File: src/rtl/nv_nvdla_sdp_rd_arb_pkg.sv
// Shared types and widths for the SDP MCIF read arbiter and its tag FIFO.
// A tag records which client issued a read and how many beats (size+1) it returns.
package nv_nvdla_sdp_rd_arb_pkg;

   localparam int RD_REQ_PD_W = 47;
   localparam int RD_RSP_PD_W = 65;
   localparam int SIZE_W      = 15;

   typedef enum logic [1:0] {
      CLT_MAIN = 2'd0,
      CLT_B    = 2'd1,
      CLT_N    = 2'd2
   } clt_id_e;

   typedef struct packed {
      clt_id_e             id;
      logic [SIZE_W-1:0]   size;
   } rd_tag_t;

   // (k + off) mod 3, valid for k, off in 0..2
   function automatic logic [1:0] rr_next(input logic [1:0] k, input logic [1:0] off);
      logic [2:0] s;
      s = {1'b0, k} + {1'b0, off};
      if (s >= 3'd3) s = s - 3'd3;
      return s[1:0];
   endfunction

endpackage

File: src/rtl/nv_nvdla_sdp_rd_tag_fifo.sv
// Flop-based FIFO of outstanding read tags; push when full and pop when empty are ignored.
// The head entry is visible combinationally on rd_tag; there is no write-to-read bypass.
module nv_nvdla_sdp_rd_tag_fifo
   import nv_nvdla_sdp_rd_arb_pkg::*;
#(
   parameter int TAG_DEPTH = 8
) (
   input  logic    clk,
   input  logic    rst,
   input  logic    push,
   input  rd_tag_t wr_tag,
   input  logic    pop,
   output rd_tag_t rd_tag,
   output logic    full,
   output logic    empty
);

   localparam int AW = $clog2(TAG_DEPTH);
   localparam logic [AW-1:0] PTR_ONE = 1;
   localparam logic [AW:0]   CNT_ONE = 1;
   localparam logic [AW:0]   CNT_MAX = TAG_DEPTH[AW:0];

   rd_tag_t         mem [TAG_DEPTH];
   logic [AW-1:0]   wr_ptr;
   logic [AW-1:0]   rd_ptr;
   logic [AW:0]     count;
   logic            do_push;
   logic            do_pop;

   assign full    = (count == CNT_MAX);
   assign empty   = (count == '0);
   assign do_push = push && !full;
   assign do_pop  = pop && !empty;
   assign rd_tag  = mem[rd_ptr];

   // Pointers wrap naturally because TAG_DEPTH is a power of two
   always_ff @(posedge clk or posedge rst) begin
      if (rst) begin
         wr_ptr <= '0;
         rd_ptr <= '0;
         count  <= '0;
      end else begin
         if (do_push) wr_ptr <= wr_ptr + PTR_ONE;
         if (do_pop)  rd_ptr <= rd_ptr + PTR_ONE;
         case ({do_push, do_pop})
            2'b10:   count <= count + CNT_ONE;
            2'b01:   count <= count - CNT_ONE;
            default: count <= count;
         endcase
      end
   end

   always_ff @(posedge clk) begin
      if (do_push) mem[wr_ptr] <= wr_tag;
   end

endmodule

File: src/rtl/nv_nvdla_sdp_mcif_rd_arb.sv
// Round-robin arbiter merging three SDP read clients onto one MCIF read port, with
// in-order response routing driven by a FIFO of {client, size} tags.
module nv_nvdla_sdp_mcif_rd_arb
   import nv_nvdla_sdp_rd_arb_pkg::*;
#(
   parameter int TAG_DEPTH = 8,
   parameter int NCLIENT   = 3
) (
   input  logic                                   nvdla_core_clk,
   input  logic                                   nvdla_core_rst,
   input  logic [NCLIENT-1:0]                     clt_rd_req_valid,
   output logic [NCLIENT-1:0]                     clt_rd_req_ready,
   input  logic [NCLIENT-1:0][RD_REQ_PD_W-1:0]    clt_rd_req_pd,
   output logic                                   mcif_rd_req_valid,
   input  logic                                   mcif_rd_req_ready,
   output logic [RD_REQ_PD_W-1:0]                 mcif_rd_req_pd,
   input  logic                                   mcif_rd_rsp_valid,
   output logic                                   mcif_rd_rsp_ready,
   input  logic [RD_RSP_PD_W-1:0]                 mcif_rd_rsp_pd,
   output logic [NCLIENT-1:0]                     clt_rd_rsp_valid,
   input  logic [NCLIENT-1:0]                     clt_rd_rsp_ready,
   output logic [RD_RSP_PD_W-1:0]                 clt_rd_rsp_pd,
   output logic [NCLIENT-1:0]                     clt_rd_cdt_lat_fifo_pop,
   output logic                                   rsp_err
);

   localparam logic [NCLIENT-1:0] ONE_HOT0 = 1;

   logic [1:0]        rr_ptr;
   logic              gnt_found;
   clt_id_e           gnt_id;
   logic              can_grant;
   logic              grant;
   rd_tag_t           push_tag;
   rd_tag_t           head_tag;
   logic              tag_full;
   logic              tag_empty;
   logic              beat_acc;
   logic              last_beat;
   logic [SIZE_W-1:0] beat_cnt;

   // First requesting client at or after rr_ptr wins
   always_comb begin
      gnt_found = 1'b0;
      gnt_id    = CLT_MAIN;
      for (int i = 0; i < 3; i++) begin
         if (!gnt_found && clt_rd_req_valid[rr_next(rr_ptr, 2'(i))]) begin
            gnt_found = 1'b1;
            gnt_id    = clt_id_e'(rr_next(rr_ptr, 2'(i)));
         end
      end
   end

   // A pop in this cycle never frees a slot for a push in the same cycle
   assign can_grant        = (!mcif_rd_req_valid || mcif_rd_req_ready) && !tag_full;
   assign grant            = gnt_found && can_grant && !nvdla_core_rst;
   assign clt_rd_req_ready = grant ? (ONE_HOT0 << gnt_id) : '0;

   always_ff @(posedge nvdla_core_clk or posedge nvdla_core_rst) begin
      if (nvdla_core_rst) begin
         mcif_rd_req_valid <= 1'b0;
         mcif_rd_req_pd    <= '0;
         rr_ptr            <= 2'd0;
      end else if (grant) begin
         mcif_rd_req_valid <= 1'b1;
         mcif_rd_req_pd    <= clt_rd_req_pd[gnt_id];
         rr_ptr            <= rr_next(gnt_id, 2'd1);
      end else if (mcif_rd_req_ready) begin
         mcif_rd_req_valid <= 1'b0;
      end
   end

   assign push_tag.id   = gnt_id;
   assign push_tag.size = clt_rd_req_pd[gnt_id][RD_REQ_PD_W-1:32];

   nv_nvdla_sdp_rd_tag_fifo #(
      .TAG_DEPTH (TAG_DEPTH)
   ) u_tag_fifo (
      .clk    (nvdla_core_clk),
      .rst    (nvdla_core_rst),
      .push   (grant),
      .wr_tag (push_tag),
      .pop    (last_beat),
      .rd_tag (head_tag),
      .full   (tag_full),
      .empty  (tag_empty)
   );

   // With no outstanding tag the beat is swallowed and flagged
   always_comb begin
      clt_rd_rsp_valid  = '0;
      mcif_rd_rsp_ready = 1'b1;
      if (!tag_empty) begin
         clt_rd_rsp_valid  = mcif_rd_rsp_valid ? (ONE_HOT0 << head_tag.id) : '0;
         mcif_rd_rsp_ready = clt_rd_rsp_ready[head_tag.id];
      end
   end

   assign clt_rd_rsp_pd           = mcif_rd_rsp_pd;
   assign clt_rd_cdt_lat_fifo_pop = clt_rd_rsp_valid & clt_rd_rsp_ready;
   assign beat_acc                = !tag_empty && mcif_rd_rsp_valid && mcif_rd_rsp_ready;
   assign last_beat               = beat_acc && (beat_cnt == head_tag.size);

   always_ff @(posedge nvdla_core_clk or posedge nvdla_core_rst) begin
      if (nvdla_core_rst) begin
         beat_cnt <= '0;
         rsp_err  <= 1'b0;
      end else begin
         if (last_beat)     beat_cnt <= '0;
         else if (beat_acc) beat_cnt <= beat_cnt + 1'b1;
         if (mcif_rd_rsp_valid && tag_empty) rsp_err <= 1'b1;
      end
   end

endmodule

File: config.mk
export PLATFORM = sky130hd
export DESIGN_NAME = nv_nvdla_sdp_mcif_rd_arb
export DESIGN_NICKNAME = d
export VERILOG_FILES = /design/src/rtl/nv_nvdla_sdp_rd_arb_pkg.sv /design/src/rtl/nv_nvdla_sdp_rd_tag_fifo.sv /design/src/rtl/nv_nvdla_sdp_mcif_rd_arb.sv
export SDC_FILE = /design/constraint.sdc
export NUM_CORES = 1
export LEC_CHECK = 0
export ABC_AREA = 1
export CAP_MARGIN = 10
export CORE_ASPECT_RATIO = 0.7
export CORE_UTILIZATION = 52
export CTS_CLUSTER_DIAMETER = 30
export CTS_CLUSTER_SIZE = 10
export DETAILED_ROUTE_END_ITERATION = 7
export PLACE_DENSITY = 0.87
export SLEW_MARGIN = 20
export SYNTH_ARGS = -nofsm -noshare
export SYNTH_HDL_FRONTEND = slang
export SYNTH_SLANG_ARGS = --single-unit
File: constraint.sdc
create_clock -name nvdla_core_clk -period 12.4 [get_ports nvdla_core_clk]
set_input_delay 3.1 -clock nvdla_core_clk [delete_from_list [all_inputs] [get_ports nvdla_core_clk]]
set_output_delay 3.1 -clock nvdla_core_clk [all_outputs]
set_load 0.01 [all_outputs]
==> results.py, run 1 <==
metrics = {
    "grt": {
        "grt_pass1_wl_mm": 50.2,
        "overflow": 0,
        "antenna_found_initial": 0,
        "grt_max_degree": 89,
        "grt_pass1_vias": 9789,
        "grt.total_usage_pct": 28.9,
    },
    "floorplan": {
        "boundaryPins": 340,
        "dieArea_um2": 22300,
        "initial_core_util_pct": 53.8,
        "fp-row-count": 44,
        "core-area_um2": 21000,
        "die_w_um": 178,
        "die-height_um": 125,
    },
    "logic_synthesis": {
        "ys_seq_area_share_pct": 53.1,
        "synth_top_area_cell": "edfxtp_1",
        "netlist_instances": 1341,
        "syn_nets": 1570,
        "ys.flop_type": "edfxtp_1",
        "synth_mux_area_share_pct": 0,
        "synth.most_common_cell": "nand2_1",
        "yosys.area.top_type_share_pct": 36.2,
        "ys_warn_count": 0,
        "synth_area_per_cell_um2": 8.41,
        "syn_area_um2": 11300,
        "synth_adder_area_share_pct": 1.51,
        "synth-seq-cells": 212,
        "synth_compound_area_share_pct": 5.16,
        "synthArstFlopShare_pct": 35.8,
        "ys_top_cells_by_area": "edfxtp_1 (36%), dfrtp_1 (17%), nand2_1 (15%)",
        "synth_top_family_by_area": "simple AND/OR/NAND/NOR gates",
        "synth_xor_area_share_pct": 1.40,
        "ys_top_cells_by_count": "nand2_1 (445), inv_1 (156), edfxtp_1 (136)",
        "yosys.area_share.simple_pct": 26.3,
        "synth_edf_count": 136,
        "ys_types": 33,
    },
    "run_status": {
        "status": "completed",
    },
    "route": {
        "ant_nets": 0,
        "viasPerCell": 5.54,
        "drc": 0,
        "first_iter_violations": 1028,
        "wirelength_mm": 32.2,
        "vias": 9821,
        "wl_per_cell_um": 18.2,
        "dr.pass1.iters": 8,
    },
    "clocking": {
        "holdBufCountCts": 0,
        "cts_setup_buffers": 0,
        "cts_max_level": 2,
        "tritoncts": "yes",
        "clock_path_buffers": 3,
        "post_cts_resized": 0,
        "path_clk_slew_ns": 0.05,
        "worstSkewPairLatency_ns": 0.50,
        "cts_root_buffer": "clkbuf_16",
        "cts-buffers-inserted": 34,
        "cts_sinks": 212,
    },
    "critical_path": {
        "required_ns": 9.30,
        "slowest_stage": "buf_4",
        "crit_chain": "clkdlybuf4s50_1 > inv_1 > o21ai_0 > o21ai_0 > nand2_1 > nor2_1 > nand2_1 > nand2_2 > buf_4 > inv_1 > ha_1 > inv_1 > nor2_1 > clkdlybuf4s50_1",
        "critPathMaxStageDelay_ns": 0.51,
        "crit_top_cell": "inv_1",
        "cp_num_buf_inv": 6,
        "crit_type": "input pin to output port",
        "worst-path-max-fanout": 49,
        "cp_data_arrival_time_ns": 5.90,
        "critPathLaunchType": "input pin",
        "endpoint_kind": "output port",
        "crit_family": "buffers and inverters",
    },
    "sta": {
        "post-route-period-util_pct": 72.6,
        "rsz0062_at_grt": "false",
        "skew_ns": 0.0208,
        "finalSetupViolations": 0,
        "worst_slew_pin_slew_ns": 1.12,
        "slew_violations": 0,
        "setup_tns_ns": 0,
        "finalHoldViolCount": 0,
        "fin_crit_ns": 9.00,
        "slew_headroom_pct": 25.4,
        "fmax_mhz": 111,
    },
    "finish": {
        "drive_above_1_share_pct": 6.14,
        "postLayoutCoreUtil_pct": 67.4,
        "area_growth_pct": 25.3,
        "n_antenna_cell": 0,
        "nNetsFinal": 1702,
        "finalInstanceArea_um2": 14100,
    },
    "placed_design": {
        "placed_cell_area_um2": 13000,
        "port_buffers": 209,
        "place_congestion": 0.900,
        "dp_hpwl_mm": 20.4,
    },
    "power_and_ir_drop": {
        "p_leak_nw": 6.31,
        "ir_drop_mv": 0.209,
        "powerDensity_nw_per_um2": 250,
    },
    "min_path": {
        "worstHoldPathType": "register to register",
    },
    "job": {
        "cap_violations": 0,
    },
}
[cell type report]
class	instances	area, um^2
Clock buffer	46	947
Clock inverter	15	145
Fill cell	1525	6840
Inverter	160	602
Multi-Input combinational cell	845	3930
Sequential cell	212	5990
Tap cell	276	345
Timing Repair Buffer	220	2170
[layout by cell type, fill, tap and decap left out, types with 2 or more instances in the layout]
master and n:
nand2_1 443, clkdlybuf4s50_1 209, inv_1 155, edfxtp_1 136, nand3_1 132, dfrtp_1 75
nor2_1 67, a21oi_1 65, o21ai_0 42, clkbuf_16 35, nand3b_1 17, xor2_1 17
ha_1 12, buf_4 11, nor3_1 10, nand3_2 10, nor2_4 8, clkbuf_1 8
clkinv_2 5, nand4_1 5, nand2_2 4, clkinv_1 3, inv_2 3, clkinvlp_4 3
clkbuf_8 3, o21ai_1 2, nor2_2 2, inv_6 2, bufinv_16 2, clkinv_4 2
[logic make-up (layout without fill, tap and decap cells)]
group                    count (synthesis)  in the layout
AO/OA/AOI/OAI                          114            114
XOR/XNOR                                18             18
adder cells (fa/ha/maj)                 13             13
buffers and inverters                  284            441
flip-flops                             212            212
AND/OR/NAND/NOR                        700            700
[worst register-to-register path: cells and delay by family, from the launching register on]
family / cells / cell delay, ns
and+or+nand+nor: 12 / 1.35
DFF: 1 / 0.99
buffers and inverters: 3 / 0.79
adders and majority gates: 2 / 0.59
AOI/OAI and AO/OA: 1 / 0.27
xor gates and xnor gates: 1 / 0.15
[final timing paths]
path / startpoint / to / slack [ns] / cells after the start
max: clt_rd_req_valid[0] / clt_rd_req_ready[0] / 3.40 / 14
min: rsp_err / rsp_err / 0.47 / 1
max reg2reg: u_tag_fifo.rd_ptr[2] / u_tag_fifo.count[3] / 8.13 / 19
min reg2reg: rsp_err / rsp_err / 0.47 / 1
max in group asynchronous: nvdla_core_rst / mcif_rd_req_pd[11] / 8.29 / 3
min in group asynchronous: nvdla_core_rst / mcif_rd_req_pd[15] / 3.06 / 2
[metal layers]
metal / GRT usage [%] / routed length [um] / part of all wire [%] / vias to the layer above
met5: 0 / 0 / 0 / -
met4: 11.1 / 980 / 3.0 / 0
li1: - / - / - / 4494
met2: 46.9 / 15200 / 47 / 623
met3: 8.27 / 3620 / 11 / 95
met1: 36.7 / 12400 / 39 / 4609
[sequential cells by signal, indices dropped and copies added (netlist names)]
| signal | count |
|---|---|
| u_tag_fifo.count | 4 |
| rsp_err | 1 |
| mcif_rd_req_valid | 1 |
| mcif_rd_req_pd | 47 |
| u_tag_fifo.wr_ptr | 3 |
| u_tag_fifo.mem | 136 |
| u_tag_fifo.rd_ptr | 3 |
| rr_ptr | 2 |
| beat_cnt | 15 |
[where the power goes]
part	total [mW]	switching, mW	internal (mW)
clock network	0.910	0.331	0.579
registers	1.21	0.0906	1.12
logic	1.42	0.954	0.461
total	3.53	1.38	2.16
[per-stage QoR]
step / setup slack, ns / std cells / total power [mW] / hold WS (ns)
after floorplan: 3.54 / 1341 / 2.05 / 0.468
after global placement: 3.53 / 1713 / 2.50 / 0.458
after detailed placement: 3.42 / 1713 / 2.58 / 0.468
after CTS: 3.40 / 1774 / 3.51 / 0.478
after global routing: 3.17 / 1774 / 3.73 / 0.482
final: 3.40 / 1774 / 3.53 / 0.473
Power figures use the tool's default switching activity.
==> inputs of run 2 (changes only) <==
--- a/config.mk
+++ b/config.mk
@@ -8,11 +8,11 @@
 export ABC_AREA = 1
 export CAP_MARGIN = 10
 export CORE_ASPECT_RATIO = 0.7
-export CORE_UTILIZATION = 52
+export CORE_UTILIZATION = 48
 export CTS_CLUSTER_DIAMETER = 30
 export CTS_CLUSTER_SIZE = 10
 export DETAILED_ROUTE_END_ITERATION = 7
-export PLACE_DENSITY = 0.87
+export PLACE_DENSITY = 0.81
 export SLEW_MARGIN = 20
 export SYNTH_ARGS = -nofsm -noshare
 export SYNTH_HDL_FRONTEND = slang
==> constraint.sdc (replaced) <==
create_clock -name nvdla_core_clk -period 9.2 [get_ports nvdla_core_clk]
set_input_delay 2.3 -clock nvdla_core_clk [delete_from_list [all_inputs] [get_ports nvdla_core_clk]]
set_output_delay 2.3 -clock nvdla_core_clk [all_outputs]
set_load 0.01 [all_outputs]
==> run 2 against run 1 <==
Compared with the run above:
- combinational power grew 31%
- critical path depth is the same
- sequential share of layout area grew 0.48 points
- critical path type unchanged
- critical endpoint unchanged
- total power grew 28%
- flip-flop and latch count is the same
==> results.py, run 2 (synthesis results as in run 1) <==
metrics = {
    "sta": {
        "fin_crit_ns": 7.37,
        "rsz0062_at_grt": "false",
        "post-route-period-util_pct": 80.1,
        "slew_headroom_pct": 28.0,
        "fmax_mhz": 136,
        "worst_slew_pin_slew_ns": 1.08,
        "finalSetupViolations": 0,
        "setup_tns_ns": 0,
        "slew_violations": 0,
        "finalHoldViolCount": 0,
        "skew_ns": 0.0125,
    },
    "clocking": {
        "cts-buffers-inserted": 31,
        "cts_setup_buffers": 0,
        "cts_sinks": 212,
        "post_cts_resized": 0,
        "cts_max_level": 1,
        "worstSkewPairLatency_ns": 0.54,
        "clock_path_buffers": 3,
        "tritoncts": "yes",
        "cts_root_buffer": "clkbuf_16",
        "holdBufCountCts": 0,
        "path_clk_slew_ns": 0.05,
    },
    "power_and_ir_drop": {
        "pwr-share-comb_pct": 41.2,
        "finalPower_mw": 4.51,
        "p_switching_mw": 1.77,
        "powerDensity_nw_per_um2": 323,
        "ir_drop_mv": 0.307,
        "p_leak_nw": 6.20,
        "seq_power_share_pct": 36.0,
        "intPower_mw": 2.74,
        "p_sw_share_pct": 39.3,
        "clkPwrFrac_pct": 22.9,
    },
    "route": {
        "dr.pass1.iters": 5,
        "first_iter_violations": 940,
        "vias": 9386,
        "ant_nets": 0,
        "viasPerCell": 5.20,
        "drc": 0,
        "wirelength_mm": 29.2,
        "wl_per_cell_um": 16.2,
    },
    "critical_path": {
        "worst-path-max-fanout": 16,
        "r2r_cells": 23,
        "cp_data_arrival_time_ns": 5.07,
        "critPathLaunchType": "input pin",
        "crit_type": "input pin to output port",
        "endpoint_kind": "output port",
        "required_ns": 6.90,
    },
    "floorplan": {
        "die-height_um": 130,
        "dieArea_um2": 24100,
        "fp-row-count": 46,
        "core-area_um2": 22800,
        "die_w_um": 185,
        "boundaryPins": 340,
        "initial_core_util_pct": 49.4,
    },
    "finish": {
        "area_growth_pct": 23.9,
        "regMostFlops": "u_tag_fifo.mem",
        "multi_input_area_um2": 3910,
        "seq_area_um2": 5990,
        "postLayoutCoreUtil_pct": 61.2,
        "finalInstanceArea_um2": 14000,
        "fillers": 1854,
        "drive_above_1_share_pct": 5.63,
        "nNetsFinal": 1699,
        "layout_common_cells": "nand2_1 (443), clkdlybuf4s50_1 (209), inv_1 (154)",
        "n_antenna_cell": 0,
        "finalNonFillerCells": 1804,
        "reg_top3": "u_tag_fifo.mem x136, mcif_rd_req_pd x47, beat_cnt x15",
        "layout_commonest_cell": "nand2_1",
        "largest_reg_flops": 136,
    },
    "grt": {
        "antenna_found_initial": 0,
        "grt_pass1_wl_mm": 46.6,
        "grt_max_degree": 89,
        "grt.total_usage_pct": 24.9,
        "grt_pass1_vias": 9038,
        "overflow": 0,
    },
    "min_path": {
        "worstHoldPathType": "register to register",
        "min_path_cells": 1,
    },
    "placed_design": {
        "place_congestion": 0.883,
        "dp.cells": 1749,
        "port_buffers": 209,
        "dp_hpwl_mm": 19.0,
        "placed_cell_area_um2": 13100,
    },
    "run_status": {
        "status": "completed",
    },
    "job": {
        "cap_violations": 0,
    },
}
-- run 2: worst max-delay path, cell delays in order --
cell and delay, ns:
clkdlybuf4s50_1 0.49, inv_1 0.06, o21ai_0 0.14, o21ai_0 0.18, nor2_1 0.16, nand2_1 0.07
nand2_1 0.07, clkinv_1 0.48, nand2_2 0.28, inv_1 0.09, ha_1 0.19, inv_1 0.05
nor2_1 0.04, clkdlybuf4s50_1 0.47
-- run 2: layer usage --
metal / vias up / GRT usage (%) / wire [um]
met1: 4372 / 35.7 / 13000
li1: 4490 / - / -
met4: 0 / 7.10 / 599
met2: 468 / 38.0 / 12800
met5: - / 0 / 0
met3: 56 / 5.27 / 2740
-- run 2: cell type report --
class / count / share of cell area (%)
tap: 312 / 2.79
sequential: 212 / 42.8
multi-input combinational: 845 / 28.0
inverter: 160 / 4.31
clock buffer: 40 / 5.79
clock inverter: 15 / 0.707
timing repair buffer: 220 / 15.6
-- run 2: metrics by stage --
stage,hold WS (ns),worst slack (ns)
6_report,0.481,1.83
5_1_grt,0.506,1.63
4_1_cts,0.479,1.94
3_5_place_dp,0.468,1.94
3_3_place_gp,0.462,2.07
2_1_floorplan,0.468,1.94
-- run 2: path summary, 6_finish.rpt --
check,from,endpoint,slack [ns]
min in group asynchronous,nvdla_core_rst,mcif_rd_req_pd[42],2.25
max,clt_rd_req_valid[0],clt_rd_req_ready[0],1.83
min reg2reg,rsp_err,rsp_err,0.48
min,rsp_err,rsp_err,0.48
max in group asynchronous,nvdla_core_rst,mcif_rd_req_pd[10],5.96
max reg2reg,u_tag_fifo.rd_ptr[0],u_tag_fifo.count[3],4.96
-- run 2: power by group through the flow --
stage / Combinational [mW] / Sequential (mW) / Clock (mW)
5_1_grt: 2.06 / 1.64 / 1.08
2_1_floorplan: 1.11 / 1.65 / 0
4_1_cts: 1.84 / 1.62 / 1.04
3_5_place_dp: 1.82 / 1.63 / 0
6_report: 1.86 / 1.62 / 1.03
3_3_place_gp: 1.77 / 1.63 / 0
==> inputs of run 3 (changes only) <==
--- a/config.mk
+++ b/config.mk
@@ -8,11 +8,11 @@
 export ABC_AREA = 1
 export CAP_MARGIN = 10
 export CORE_ASPECT_RATIO = 0.7
-export CORE_UTILIZATION = 48
+export CORE_UTILIZATION = 43
 export CTS_CLUSTER_DIAMETER = 30
 export CTS_CLUSTER_SIZE = 10
 export DETAILED_ROUTE_END_ITERATION = 7
-export PLACE_DENSITY = 0.81
+export PLACE_DENSITY = 0.77
 export SLEW_MARGIN = 20
 export SYNTH_ARGS = -nofsm -noshare
 export SYNTH_HDL_FRONTEND = slang
==> constraint.sdc (replaced) <==
create_clock -name nvdla_core_clk -period 6.1 [get_ports nvdla_core_clk]
set_input_delay 1.525 -clock nvdla_core_clk [delete_from_list [all_inputs] [get_ports nvdla_core_clk]]
set_output_delay 1.525 -clock nvdla_core_clk [all_outputs]
set_load 0.01 [all_outputs]
==> run 3 against run 2 <==
Compared with the run above:
- final cell count increased by 1.8%
- clock skew about the same
- hold slack worse by 0.0060 ns
- wire length grew 3.9%
- cell area grew 1.3%
- utilization fell by 6.0 points
- clock power rose by 67%
- global-route usage shrank 2.2 points
- largest power group unchanged
==> results.py, run 3 (synthesis results as in run 1) <==
metrics = {
    "run_status": {
        "status": "completed",
    },
    "clocking": {
        "clock_path_buffers": 3,
        "post_cts_resized": 0,
        "holdBufCountCts": 0,
        "cts-buffers-inserted": 30,
        "path_clk_slew_ns": 0.05,
        "tritoncts": "yes",
        "cts_sinks": 212,
        "cts_setup_buffers": 0,
        "worstSkewPairLatency_ns": 0.54,
        "cts_max_level": 1,
        "cts_root_buffer": "clkbuf_16",
    },
    "route": {
        "wirelength_mm": 30.3,
        "ant_nets": 0,
        "viasPerCell": 5.07,
        "vias": 9305,
        "wl_per_cell_um": 16.5,
        "first_iter_violations": 874,
        "drc": 0,
        "dr.pass1.iters": 5,
    },
    "placed_design": {
        "port_buffers": 209,
        "placed_cell_area_um2": 13200,
        "dp_hpwl_mm": 20.3,
        "place_congestion": 0.888,
        "post-place-ws_ns": 0.599,
    },
    "finish": {
        "n_antenna_cell": 0,
        "area_growth_pct": 25.5,
        "fillers": 2253,
        "regMostFlops": "u_tag_fifo.mem",
        "drive_above_1_share_pct": 5.98,
        "largest_reg_flops": 136,
        "nNetsFinal": 1710,
        "layout_common_cells": "nand2_1 (443), clkdlybuf4s50_1 (209), inv_1 (155)",
        "layout_commonest_cell": "nand2_1",
        "finalInstanceArea_um2": 14200,
        "reg_top3": "u_tag_fifo.mem x136, mcif_rd_req_pd x47, beat_cnt x15",
    },
    "sta": {
        "hold_slack_ns": 0.475,
        "fin_crit_ns": 5.52,
        "finalSetupViolations": 0,
        "rsz0062_at_grt": "false",
        "slew_violations": 0,
        "fmax_mhz": 181,
        "worst_slew_pin_slew_ns": 0.791,
        "skew_ns": 0.0126,
        "post-route-period-util_pct": 90.5,
        "finalHoldViolCount": 0,
        "slew_headroom_pct": 47.2,
        "setup_tns_ns": 0,
        "worst_slack_ns": 0.582,
    },
    "floorplan": {
        "dieArea_um2": 26900,
        "die-height_um": 138,
        "initial_core_util_pct": 43.9,
        "boundaryPins": 340,
        "die_w_um": 196,
        "fp-row-count": 49,
        "core-area_um2": 25700,
    },
    "power_and_ir_drop": {
        "p_sw_share_pct": 37.6,
        "intPower_mw": 4.31,
        "clkPwrFrac_pct": 24.9,
        "ir_drop_mv": 0.350,
        "finalPower_mw": 6.91,
        "powerDensity_nw_per_um2": 488,
        "p_leak_nw": 6.33,
        "seq_power_share_pct": 35.1,
        "p_switching_mw": 2.60,
        "pwr-share-comb_pct": 40.0,
    },
    "critical_path": {
        "slowest_stage": "clkdlybuf4s50_1",
        "cp_data_arrival_time_ns": 3.99,
        "endpoint": "clt_rd_req_ready[0]",
        "endpoint_kind": "output port",
        "critPathLaunchType": "input pin",
        "crit_chain": "clkdlybuf4s50_1 > inv_1 > o21ai_0 > o21ai_0 > nand2_1 > nor2_1 > nand2_1 > nand2_2 > inv_1 > ha_1 > inv_1 > nor2_1 > clkdlybuf4s50_1",
        "timing.rr.start": "u_tag_fifo.rd_ptr[1]",
        "r2r_end": "u_tag_fifo.count[3]",
        "required_ns": 4.58,
        "r2r_cells": 21,
        "crit_top_cell": "inv_1",
        "crit_type": "input pin to output port",
        "cp_num_buf_inv": 5,
        "critPathMaxStageDelay_ns": 0.47,
        "worstSetupPathDepth": 13,
        "cp-startpoint": "clt_rd_req_valid[0]",
        "crit_family": "buffers and inverters",
        "worst-path-max-fanout": 23,
        "worst-r2r-setup-slack_ns": 2.03,
    },
    "min_path": {
        "worstHoldPathType": "register to register",
    },
    "grt": {
        "grt_max_degree": 74,
        "grt_pass1_wl_mm": 47.8,
        "antenna_found_initial": 0,
        "grt_pass1_vias": 9288,
        "grt.total_usage_pct": 22.7,
        "overflow": 0,
    },
    "job": {
        "cap_violations": 0,
    },
}
[run 3: how the worst min path moves through the flow]
stage,startpoint,endpoint,slack (ns),cells after the start
floorplan,u_tag_fifo.count[0],u_tag_fifo.count[0],0.47,1
global placement,rsp_err,rsp_err,0.46,1
detailed placement,mcif_rd_req_pd[36],mcif_rd_req_pd[36],0.47,2
CTS,mcif_rd_req_pd[36],mcif_rd_req_pd[36],0.48,2
global route,mcif_rd_req_pd[36],mcif_rd_req_pd[36],0.51,2
finish,mcif_rd_req_pd[36],mcif_rd_req_pd[36],0.47,2
[run 3: metrics by stage]
| step | cells | utilization [%] |
|---|---|---|
| floorplan | 1341 | - |
| global placement | 1780 | 51.2 |
| detailed placement | 1780 | 51.2 |
| CTS | 1836 | 55.1 |
| global route | 1836 | 55.1 |
| finish | 1836 | 55.1 |
[run 3: power by group through the flow]
stage | clock network, mW | logic [mW] | registers, mW
2_1_floorplan | 0 | 1.68 | 2.50
3_3_place_gp | 0 | 2.65 | 2.44
3_5_place_dp | 0 | 2.75 | 2.45
4_1_cts | 1.73 | 2.76 | 2.43
5_1_grt | 1.79 | 3.08 | 2.46
6_report | 1.72 | 2.76 | 2.43
[run 3: metal layers]
metal	global-route usage (%)	routed length [um]	part of all wire, %
met4	6.43	603	2.0
met5	0	0	0
met1	29.6	13400	44
met3	5.17	2520	8.3
met2	37.9	13800	46
[run 3: cell type report]
| type | instances | area, um^2 | share of cell area, % |
|---|---|---|---|
| flip-flops and latches | 212 | 5990 | 42.3 |
| multi-input cells | 845 | 3880 | 27.4 |
| repair buffers | 232 | 2260 | 16.0 |
| clock buffers | 43 | 861 | 6.08 |
| inverters | 160 | 602 | 4.25 |
| well taps | 331 | 414 | 2.93 |
| clock inverters | 13 | 146 | 1.03 |
[run 3: worst reg2reg max path, stage by stage, from the launching register on]
cell	delay, ns
dfrtp_1	0.32
buf_4	0.44
inv_1	0.37
buf_4	0.33
nand3_1	0.15
nand3_1	0.13
nand3_1	0.12
nand2_1	0.06
nor2_1	0.19
nand2_1	0.13
nor2_4	0.17
nand3_1	0.22
inv_1	0.14
ha_1	0.21
ha_1	0.28
nand2_1	0.08
nor2_1	0.04
a211oi_1	0.24
nor2_1	0.07
nor2_1	0.09
nand2_1	0.06
xor2_1	0.14
